## src/rtl/q2_sequencer_if.sv

```systemverilog
// Q2 sequencer port bundle: front panel, opcode/dbus inputs and datapath strobes.
// Latency: wires only, no storage.
// Backpressure: none; the datapath accepts every strobe in the clock it is driven.
interface q2_sequencer_if;
  // Front panel and datapath status into the sequencer
  logic       run;
  logic       step;
  logic       dep_sw;
  logic       incp_db;
  logic [3:0] opcode;
  logic       dbus7;
  logic       x0;
  logic       alu_cout;

  // Bus read enables
  logic       rdp;
  logic       rdx;
  logic       rda;
  logic       rdm;

  // Write and increment strobes
  logic       wro;
  logic       wra;
  logic       wrx;
  logic       wrp;
  logic       wrm;
  logic       incp;

  // X register input selects
  logic       xhin_shift;
  logic       xhin_p;
  logic       xhin_zero;
  logic       xhin_dbus;
  logic       xlin_shift;
  logic       xlin_dbus;

  // Serial carry, flag and activity
  logic       cin;
  logic       f;
  logic       busy;

  modport master (
    input  run, step, dep_sw, incp_db, opcode, dbus7, x0, alu_cout,
    output rdp, rdx, rda, rdm,
    output wro, wra, wrx, wrp, wrm, incp,
    output xhin_shift, xhin_p, xhin_zero, xhin_dbus, xlin_shift, xlin_dbus,
    output cin, f, busy
  );

  modport slave (
    output run, step, dep_sw, incp_db, opcode, dbus7, x0, alu_cout,
    input  rdp, rdx, rda, rdm,
    input  wro, wra, wrx, wrp, wrm, incp,
    input  xhin_shift, xhin_p, xhin_zero, xhin_dbus, xlin_shift, xlin_dbus,
    input  cin, f, busy
  );
endinterface

```

## src/rtl/q2_sequencer.sv

```systemverilog
// Q2 bit-serial CPU control sequencer: state/phase register, strobe decode, carry/flag flops, panel handling.
// Latency: ALU class 6+2*WIDTH clocks, st/jump/nop 4 clocks, +2 with DEREF; panel pulses 1 clock.
// Backpressure: none; panel edges outside IDLE, and lower-priority edges in the same clock, are dropped.
module q2_sequencer #(
  parameter int WIDTH = 8
) (
  input  logic           clk,
  input  logic           rstn,
  q2_sequencer_if.master bus
);

  localparam int CW = $clog2(WIDTH);
  localparam logic [CW-1:0] LAST_BIT = CW'(WIDTH - 1);

  typedef enum logic [2:0] {
    S_IDLE,
    S_FETCH,
    S_DEREF,
    S_LOAD,
    S_EXEC,
    S_ALU
  } state_t;

  state_t        state;
  logic          phase_b;     // 0 = phase A (enables only), 1 = phase B (strobes)
  logic [CW-1:0] bit_cnt;
  logic [2:0]    opc;         // latched {op5,op4,op3}; op2 only steers FETCH
  logic          cin_q;
  logic          f_q;
  logic          dep_pulse;
  logic          incp_pulse;

  // [0],[1] synchroniser, [2] edge-detect history
  logic [2:0]    step_sync;
  logic [2:0]    dep_sync;
  logic [2:0]    incp_sync;
  logic          step_edge;
  logic          dep_edge;
  logic          incp_edge;

  logic          is_alu;
  logic          is_st;
  logic          is_jmp;
  logic          jmp_taken;

  assign step_edge = step_sync[1] & ~step_sync[2];
  assign dep_edge  = dep_sync[1]  & ~dep_sync[2];
  assign incp_edge = incp_sync[1] & ~incp_sync[2];

  assign is_alu    = ~opc[2];
  assign is_st     = (opc == 3'b101);
  assign is_jmp    = (opc[2:1] == 2'b11);
  // op3 makes the jump conditional on a clear flag
  assign jmp_taken = is_jmp & (~opc[0] | ~f_q);

  // Bring the asynchronous panel switches into the clock domain and keep one cycle of history
  always_ff @(posedge clk or negedge rstn) begin
    if (!rstn) begin
      step_sync <= '0;
      dep_sync  <= '0;
      incp_sync <= '0;
    end else begin
      step_sync <= {step_sync[1:0], bus.step};
      dep_sync  <= {dep_sync[1:0],  bus.dep_sw};
      incp_sync <= {incp_sync[1:0], bus.incp_db};
    end
  end

  // Instruction sequencer: state/phase walk, opcode latch, bit counter, carry and flag
  always_ff @(posedge clk or negedge rstn) begin
    if (!rstn) begin
      state      <= S_IDLE;
      phase_b    <= 1'b0;
      bit_cnt    <= '0;
      opc        <= '0;
      cin_q      <= 1'b0;
      f_q        <= 1'b0;
      dep_pulse  <= 1'b0;
      incp_pulse <= 1'b0;
    end else begin
      dep_pulse  <= 1'b0;
      incp_pulse <= 1'b0;
      if (state == S_IDLE) begin
        // One panel action per clock: deposit beats increment beats step/run
        if (dep_edge) begin
          dep_pulse <= 1'b1;
        end else if (incp_edge) begin
          incp_pulse <= 1'b1;
        end else if (step_edge || bus.run) begin
          state   <= S_FETCH;
          phase_b <= 1'b0;
        end
      end else if (!phase_b) begin
        phase_b <= 1'b1;
      end else begin
        phase_b <= 1'b0;
        unique case (state)
          S_FETCH: begin
            opc <= bus.opcode[3:1];
            if (bus.opcode[0])      state <= S_DEREF;
            else if (!bus.opcode[3]) state <= S_LOAD;
            else                    state <= S_EXEC;
          end
          S_DEREF: begin
            state <= is_alu ? S_LOAD : S_EXEC;
          end
          S_LOAD: begin
            state <= S_EXEC;
          end
          S_EXEC: begin
            if (is_alu) begin
              state <= S_ALU;
              // Carry seed: ld/nor pass through with 1, add starts clean, shr shifts in x0
              unique case (opc[1:0])
                2'b00:   cin_q <= 1'b1;
                2'b01:   cin_q <= 1'b1;
                2'b10:   cin_q <= 1'b0;
                default: cin_q <= bus.x0;
              endcase
            end else begin
              state <= bus.run ? S_FETCH : S_IDLE;
            end
          end
          S_ALU: begin
            cin_q <= bus.alu_cout;
            if (bit_cnt == LAST_BIT) begin
              f_q     <= bus.alu_cout;
              bit_cnt <= '0;
              state   <= bus.run ? S_FETCH : S_IDLE;
            end else begin
              bit_cnt <= bit_cnt + CW'(1);
            end
          end
          default: begin
            state <= S_IDLE;
          end
        endcase
      end
    end
  end

  // Decode enables, selects and strobes from the registered state and phase
  always_comb begin
    bus.rdp        = 1'b0;
    bus.rda        = 1'b0;
    bus.rdm        = 1'b0;
    bus.wro        = 1'b0;
    bus.wra        = 1'b0;
    bus.wrx        = 1'b0;
    bus.wrp        = 1'b0;
    bus.wrm        = dep_pulse;
    bus.incp       = incp_pulse;
    bus.xhin_shift = 1'b0;
    bus.xhin_p     = 1'b0;
    bus.xhin_zero  = 1'b0;
    bus.xhin_dbus  = 1'b0;
    bus.xlin_shift = 1'b0;
    bus.xlin_dbus  = 1'b0;
    unique case (state)
      S_FETCH: begin
        bus.rdp       = 1'b1;
        bus.rdm       = 1'b1;
        // dbus7 picks whether X high gets P or zero during fetch
        bus.xhin_p    = ~bus.dbus7;
        bus.xhin_zero = bus.dbus7;
        bus.wro       = phase_b;
        bus.wrx       = phase_b;
        bus.incp      = phase_b;
      end
      S_DEREF, S_LOAD: begin
        bus.rdm       = 1'b1;
        bus.xhin_dbus = 1'b1;
        bus.xlin_dbus = 1'b1;
        bus.wrx       = phase_b;
      end
      S_EXEC: begin
        bus.rda = 1'b1;
        bus.wrm = phase_b & is_st;
        bus.wrp = phase_b & jmp_taken;
      end
      S_ALU: begin
        bus.rdp        = 1'b1;
        bus.rdm        = 1'b1;
        bus.xhin_shift = 1'b1;
        bus.xlin_shift = 1'b1;
        bus.wra        = phase_b;
        bus.wrx        = phase_b;
      end
      default: begin
      end
    endcase
  end

  assign bus.rdx  = ~bus.rdp;
  assign bus.cin  = cin_q;
  assign bus.f    = f_q;
  assign bus.busy = (state != S_IDLE);

endmodule

```

## src/flat_wrapper.sv

```systemverilog
// flat-port wrapper written by rule: the top's interface ports become plain ports
module q2_sequencer_flat 
#(
  parameter int WIDTH = 8
)
  (clk, rstn, bus_run, bus_step, bus_dep_sw, bus_incp_db, bus_opcode, bus_dbus7, bus_x0, bus_alu_cout, bus_rdp, bus_rdx, bus_rda, bus_rdm, bus_wro, bus_wra, bus_wrx, bus_wrp, bus_wrm, bus_incp, bus_xhin_shift, bus_xhin_p, bus_xhin_zero, bus_xhin_dbus, bus_xlin_shift, bus_xlin_dbus, bus_cin, bus_f, bus_busy);
  q2_sequencer_if bus_i ();
  input  logic clk;
  input  logic rstn;
  input wire logic [$bits(bus_i.run)-1:0] bus_run;
  input wire logic [$bits(bus_i.step)-1:0] bus_step;
  input wire logic [$bits(bus_i.dep_sw)-1:0] bus_dep_sw;
  input wire logic [$bits(bus_i.incp_db)-1:0] bus_incp_db;
  input wire logic [$bits(bus_i.opcode)-1:0] bus_opcode;
  input wire logic [$bits(bus_i.dbus7)-1:0] bus_dbus7;
  input wire logic [$bits(bus_i.x0)-1:0] bus_x0;
  input wire logic [$bits(bus_i.alu_cout)-1:0] bus_alu_cout;
  output wire logic [$bits(bus_i.rdp)-1:0] bus_rdp;
  output wire logic [$bits(bus_i.rdx)-1:0] bus_rdx;
  output wire logic [$bits(bus_i.rda)-1:0] bus_rda;
  output wire logic [$bits(bus_i.rdm)-1:0] bus_rdm;
  output wire logic [$bits(bus_i.wro)-1:0] bus_wro;
  output wire logic [$bits(bus_i.wra)-1:0] bus_wra;
  output wire logic [$bits(bus_i.wrx)-1:0] bus_wrx;
  output wire logic [$bits(bus_i.wrp)-1:0] bus_wrp;
  output wire logic [$bits(bus_i.wrm)-1:0] bus_wrm;
  output wire logic [$bits(bus_i.incp)-1:0] bus_incp;
  output wire logic [$bits(bus_i.xhin_shift)-1:0] bus_xhin_shift;
  output wire logic [$bits(bus_i.xhin_p)-1:0] bus_xhin_p;
  output wire logic [$bits(bus_i.xhin_zero)-1:0] bus_xhin_zero;
  output wire logic [$bits(bus_i.xhin_dbus)-1:0] bus_xhin_dbus;
  output wire logic [$bits(bus_i.xlin_shift)-1:0] bus_xlin_shift;
  output wire logic [$bits(bus_i.xlin_dbus)-1:0] bus_xlin_dbus;
  output wire logic [$bits(bus_i.cin)-1:0] bus_cin;
  output wire logic [$bits(bus_i.f)-1:0] bus_f;
  output wire logic [$bits(bus_i.busy)-1:0] bus_busy;
  assign bus_i.run = bus_run;
  assign bus_i.step = bus_step;
  assign bus_i.dep_sw = bus_dep_sw;
  assign bus_i.incp_db = bus_incp_db;
  assign bus_i.opcode = bus_opcode;
  assign bus_i.dbus7 = bus_dbus7;
  assign bus_i.x0 = bus_x0;
  assign bus_i.alu_cout = bus_alu_cout;
  assign bus_rdp = bus_i.rdp;
  assign bus_rdx = bus_i.rdx;
  assign bus_rda = bus_i.rda;
  assign bus_rdm = bus_i.rdm;
  assign bus_wro = bus_i.wro;
  assign bus_wra = bus_i.wra;
  assign bus_wrx = bus_i.wrx;
  assign bus_wrp = bus_i.wrp;
  assign bus_wrm = bus_i.wrm;
  assign bus_incp = bus_i.incp;
  assign bus_xhin_shift = bus_i.xhin_shift;
  assign bus_xhin_p = bus_i.xhin_p;
  assign bus_xhin_zero = bus_i.xhin_zero;
  assign bus_xhin_dbus = bus_i.xhin_dbus;
  assign bus_xlin_shift = bus_i.xlin_shift;
  assign bus_xlin_dbus = bus_i.xlin_dbus;
  assign bus_cin = bus_i.cin;
  assign bus_f = bus_i.f;
  assign bus_busy = bus_i.busy;
  q2_sequencer #(.WIDTH(WIDTH)) u_core (.clk(clk), .rstn(rstn), .bus(bus_i));
endmodule
```

## config.mk

```make
export PLATFORM = sky130hd
export DESIGN_NAME = q2_sequencer_flat
export DESIGN_NICKNAME = d
export VERILOG_FILES = /design/src/rtl/q2_sequencer_if.sv /design/src/rtl/q2_sequencer.sv /design/src/flat_wrapper.sv
export SDC_FILE = /design/constraint.sdc
export NUM_CORES = 1
export LEC_CHECK = 0
export ABC_AREA = 1
export ABC_CLOCK_PERIOD_IN_PS = 2060
export BUFFER_PORTS_ARGS = -buffer_cell sky130_fd_sc_hd__buf_2
export CORE_MARGIN = 2
export CORE_UTILIZATION = 25
export DETAILED_ROUTE_END_ITERATION = 12
export GPL_TIMING_DRIVEN = 0
export HOLD_SLACK_MARGIN = 0.12
export PLACE_DENSITY_LB_ADDON = 0.12
export SLEW_MARGIN = 20
export SYNTH_ARGS = -nofsm -noshare
export SYNTH_HDL_FRONTEND = slang
export SYNTH_SLANG_ARGS = --single-unit
```

## constraint.sdc

```tcl
create_clock -name clk -period 2.06 [get_ports clk]
set_clock_uncertainty 0.1 [all_clocks]
set_input_delay 0.103 -clock clk [delete_from_list [all_inputs] [get_ports clk]]
set_output_delay 0.103 -clock clk [all_outputs]
set_load 0.05 [all_outputs]
```

# == After elaboration in Yosys (flattened, before gate mapping) ==
# Cells that the tools add are included.
# word_totals
elab_cells,97
out_inout_bits,19
input_bits,13
latch_bits,0
memories,0
ram_bits,0
ff_bits,23
mem_bits_ro,0
# op_classes
n_reduce_logical,16
order_cmp,0
n_bitwise,15
shift,0
n_mul,0
n_eq_ne,15
add_sub_neg,1
div_mod_pow,0
mux,39
# op_table
operator,n
3-bit 2-to-1 mux,11
1-bit 2-to-1 mux,25
3-bit case mux with 5 select lines,1
3-bit == test (second input constant),4
3-bit AND reduction,3
2-bit inequality test (second input constant),4
1-bit inverter,8
4-bit AND reduction,2
1-bit AND,6
3-bit by 2-bit == test with 1-bit output (second input constant),2
2-bit OR reduction,3
5-bit AND reduction,1
2-bit == test (second input constant),2
1-bit case mux with 2 select lines,2
2-bit nonzero test,2
4-bit OR reduction,1
3-bit by 1-bit adder with 3-bit output (second input constant),1
3-bit by 1-bit == test with 1-bit output (second input constant),1
3-bit logical NOT,1
3-bit by 1-bit inequality test with 1-bit output (second input constant),1
3-bit nonzero test,1
2-bit by 1-bit == test with 1-bit output (second input constant),1
2-bit logical NOT,1
1-bit logical OR,1
1-bit OR,1

# == Depth between registers and ports, before layout ==
# logic_depth
ltp_word,7
ltp_mapped,9
depth_no_buf,9

# == Worst setup path after synthesis ==
# Ideal clock, no wire load.
# synth_timing
path_type,register to output
from,register u_core.state[0]
to,output port bus_wrx
setup_slack_ns,-0.381
arrival_time_ns,2.238
path_buffers,0
stages_incl_launch_ff,5
cell_sequence,dfrtp_1 inv_2 nor2_2 inv_1 a21oi_1
# synth_via
elab_chain_len,3
elab_cells_between_ends,6
cone_classes,eq/ne: 4; mux: 1; reduce/logical: 1
# synth_lines
element,line_no,text
from (decl),q2_sequencer.sv:24,state_t state;
from (signal assigned),q2_sequencer.sv:105,state <= is_alu ? S_LOAD : S_EXEC;
from (signal assigned),q2_sequencer.sv:121,state <= bus.run ? S_FETCH : S_IDLE;
from (signal assigned),q2_sequencer.sv:129,state <= bus.run ? S_FETCH : S_IDLE;
3-bit by 1-bit == test with 1-bit output (tied with other cells),q2_sequencer.sv:159,unique case (state)
4-bit OR reduction (no line) *,--,
1-bit 2-to-1 mux *,q2_sequencer.sv:159,
to (decl),flat_wrapper.sv:24,output wire logic [$bits(bus_i.wrx)-1:0] bus_wrx;
# Mark *: on every way between the ends. The rest lies on a longest branch, timed or not.

# == Worst setup path in the final report ==
# layout_timing
from,register u_core.state[1]
to,output port bus_wro
# layout_via
elab_chain_len,2
# layout_lines
element,line_no,text
3-bit by 1-bit == test with 1-bit output,q2_sequencer.sv:159,
1-bit 2-to-1 mux,q2_sequencer.sv:159,
to (decl),flat_wrapper.sv:22,output wire logic [$bits(bus_i.wro)-1:0] bus_wro;
# No other way between the ends.

==> reports/metrics.cfg <==
[outcome]
status=completed

[grt]
grt.total_usage=0.106
grt_pass1_wl_um=4250
grt_overflow=0
grt_max_degree=24
antenna_found_initial=0
grt_pass1_vias=952

[layout]
drive_gt1_frac=0.249
fin_nets=202
stdcell_area_sq_um=1490
area_growth_pct=33.4
num_antenna_cells=0

[cts]
clock-root-buffer=clkbuf_8
cts_tree=built
clkLatencyLatePin_ns=0.26
clk_pin_slew_ns=0.08
cts_num_sinks=23
clk_path_buf_depth=2
h-tree-depth=1
postCtsSetupBuffers=0
cts_buffers=3

[sta]
min_period_over_period=0.922
rsz0062_at_grt=no
tightest_slew_ns=0.522
drv_slew=0
slew_headroom=0.652
setup_ws_ns=0.161
timing.final.crit_period_ns=1.90
hold_viol_final=0
holdWs_ns=0.182
setup_violations=0
max_clock_freq_ghz=0.527
tns_ns=0

[synth]
syn_nets=157
synth_seq_cells=23
syn_inst=141
syn_area_sq_um=1120
avgSynthCellArea_sq_um=7.93
yosysWarnings=0
yosysUniqueCellTypes=21
synth_seq_area_share=0.515

[route]
firstDrtPassIters=4
viasPerCell=4.20
wl_per_cell_um=10.6
drtIter0Drc=39
wirelength_um=2510
ant_nets=0
vias=995
remaining_drc_errors=0

[job]
cap_violations=0

[pwr]
power_density_nw_per_um2=1360
power_mw=2.03
leakage_nw=0.845
ir_worst_vdd_v=0.000587

[worst_setup_path]
path_max_fanout=7
endpoint_kind=output port
cpPeakStageDelay_ns=0.46
worstPathBufferInverterCount=4
crit_path_cell_trace=inv_1 > nand3_2 > inv_1 > nand2_1 > inv_1 > clkbuf_4
cp_slowest_cell=dfrtp_1
path_delay_family=buffers and inverters
critPathKind=reg2out
start_kind=flip-flop
arrival_ns=1.70
worstPathRequired_ns=1.86
cpMostUsedCell=inv_1

[floorplan]
die_area_sq_um=5030
row_count=24
die_h_um=70.9
die_w_um=70.9
start_util=0.259
ios=32
coreArea_sq_um=4320

[placement]
dpl_cell_area_sq_um=1360
place_congestion=0.788
place_ws_ns=0.413
portBuffers=31
dp_hpwl_um=1930

[hold_path]
hold_path.class=in2reg

## synth_stat cells
cell type	n	share of area
inv_2	3	0.010
inv_1	23	0.077
o211ai_1	1	0.0067
ha_1	3	0.034
nand2_2	1	0.0056
nor2_4	1	0.010
a21oi_1	4	0.018
o21ai_1	1	0.0045
nand3_2	2	0.018
nand2b_1	1	0.0056
nand4_1	1	0.0056
o21ai_0	5	0.022
nand2_1	48	0.16
nor2_2	1	0.0056
dfrtp_1	23	0.51
o31ai_1	1	0.0067
buf_4	2	0.013
nand3_1	7	0.031
nor3b_1	1	0.0067
nor2_1	11	0.037
a211oi_1	1	0.0067
## worst min-delay path: stages
cell	delay, ns
buf_2	0.08
nor2_1	0.04
a21oi_1	0.14
nand2_1	0.06
nand2_1	0.05
nand2_1	0.04
## per-layer routing
metal  part of all wire  up-vias  global-route usage
met5                  0        -                   0
met4             0.0076        0              0.0377
met3              0.047        2              0.0228
met2               0.45       23               0.167
met1               0.49      452               0.144
li1                   -      518                   -
## path summary, 6_finish.rpt
kind / start / to / slack [ns] / cells past startpoint
worst min register to register: u_core.step_sync[0] / u_core.step_sync[1] / 0.25 / 0
worst max-delay path: u_core.state[1] / bus_wro / 0.16 / 6
min in group asynchronous: rstn / u_core.dep_sync[0] / 0.24 / 2
worst max register to register: u_core.bit_cnt[0] / u_core.state[2] / 0.52 / 9
worst min-delay path: bus_opcode[0] / u_core.state[0] / 0.18 / 6
max in group asynchronous: rstn / u_core.opc[2] / 1.27 / 2
## cells in the final DEF, fill, tap and decap left out
cell           netlist  layout
nand2_1             48      48
buf_2                0      30
inv_1               23      23
dfrtp_1             23      23
nor2_1              11      11
dlygate4sd3_1        0       9
nand3_1              7       7
o21ai_0              5       5
inv_2                3       3
a21oi_1              4       3
ha_1                 3       3
clkbuf_8             0       3
nand3_2              2       2
buf_4                2       2
nand2_2              1       1
nor2_2               1       1
nor3b_1              1       1
nand4_1              1       1
a211oi_2             0       1
a21oi_4              0       1
nor2_4               1       1
o31ai_1              1       1
o211ai_1             1       1
nand2b_1             1       1
o21ai_1              1       1
clkbuf_1             0       1
clkbuf_4             0       1
## layout make-up
class                           instances  area [sq um]
Fill cell                             480          2830
Sequential cell                        23           576
Multi-Input combinational cell         90           447
Timing Repair Buffer                   40           248
Inverter                               26          97.6
Tap cell                               52          65.1
Clock buffer                            4          45.0
Buffer                                  2          15.0
## state kept, by name, summed over array words and instances (netlist names), 3 cells and up
signal / count
u_core.bit_cnt: 3
u_core.dep_sync: 3
u_core.incp_sync: 3
u_core.opc: 3
u_core.state: 3
u_core.step_sync: 3
## stage by stage
| stage | util | std cells |
|---|---|---|
| after floorplan | - | 141 |
| after global placement | 0.313 | 224 |
| after detailed placement | 0.313 | 224 |
| after CTS | 0.345 | 237 |
| after global routing | 0.345 | 237 |
| final | 0.345 | 237 |
## power by group
part / leakage, nW / switching, mW / internal [mW] / total (mW)
sequential: 0.281 / 0.109 / 0.555 / 0.664
combinational: 0.541 / 0.811 / 0.275 / 1.09
clock: 0.0228 / 0.145 / 0.138 / 0.283
total: 0.845 / 1.07 / 0.968 / 2.03
## cell families after synthesis
kind of cell | synth area share
adders and majority gates | 0.0336
buffers and inverters | 0.101
AOI/OAI and AO/OA | 0.0649
DFF | 0.515
and+or+nand+nor | 0.286
## timing repair
| action | 4_1_cts | 5_1_grt |
|---|---|---|
| endpoints found under the setup margin | 0 | 1 |
| hold endpoints to repair | 31 | 0 |
| gates resized for setup | 0 | 1 |
| hold buffers | 9 | 0 |
Power figures use the tool's default switching activity.
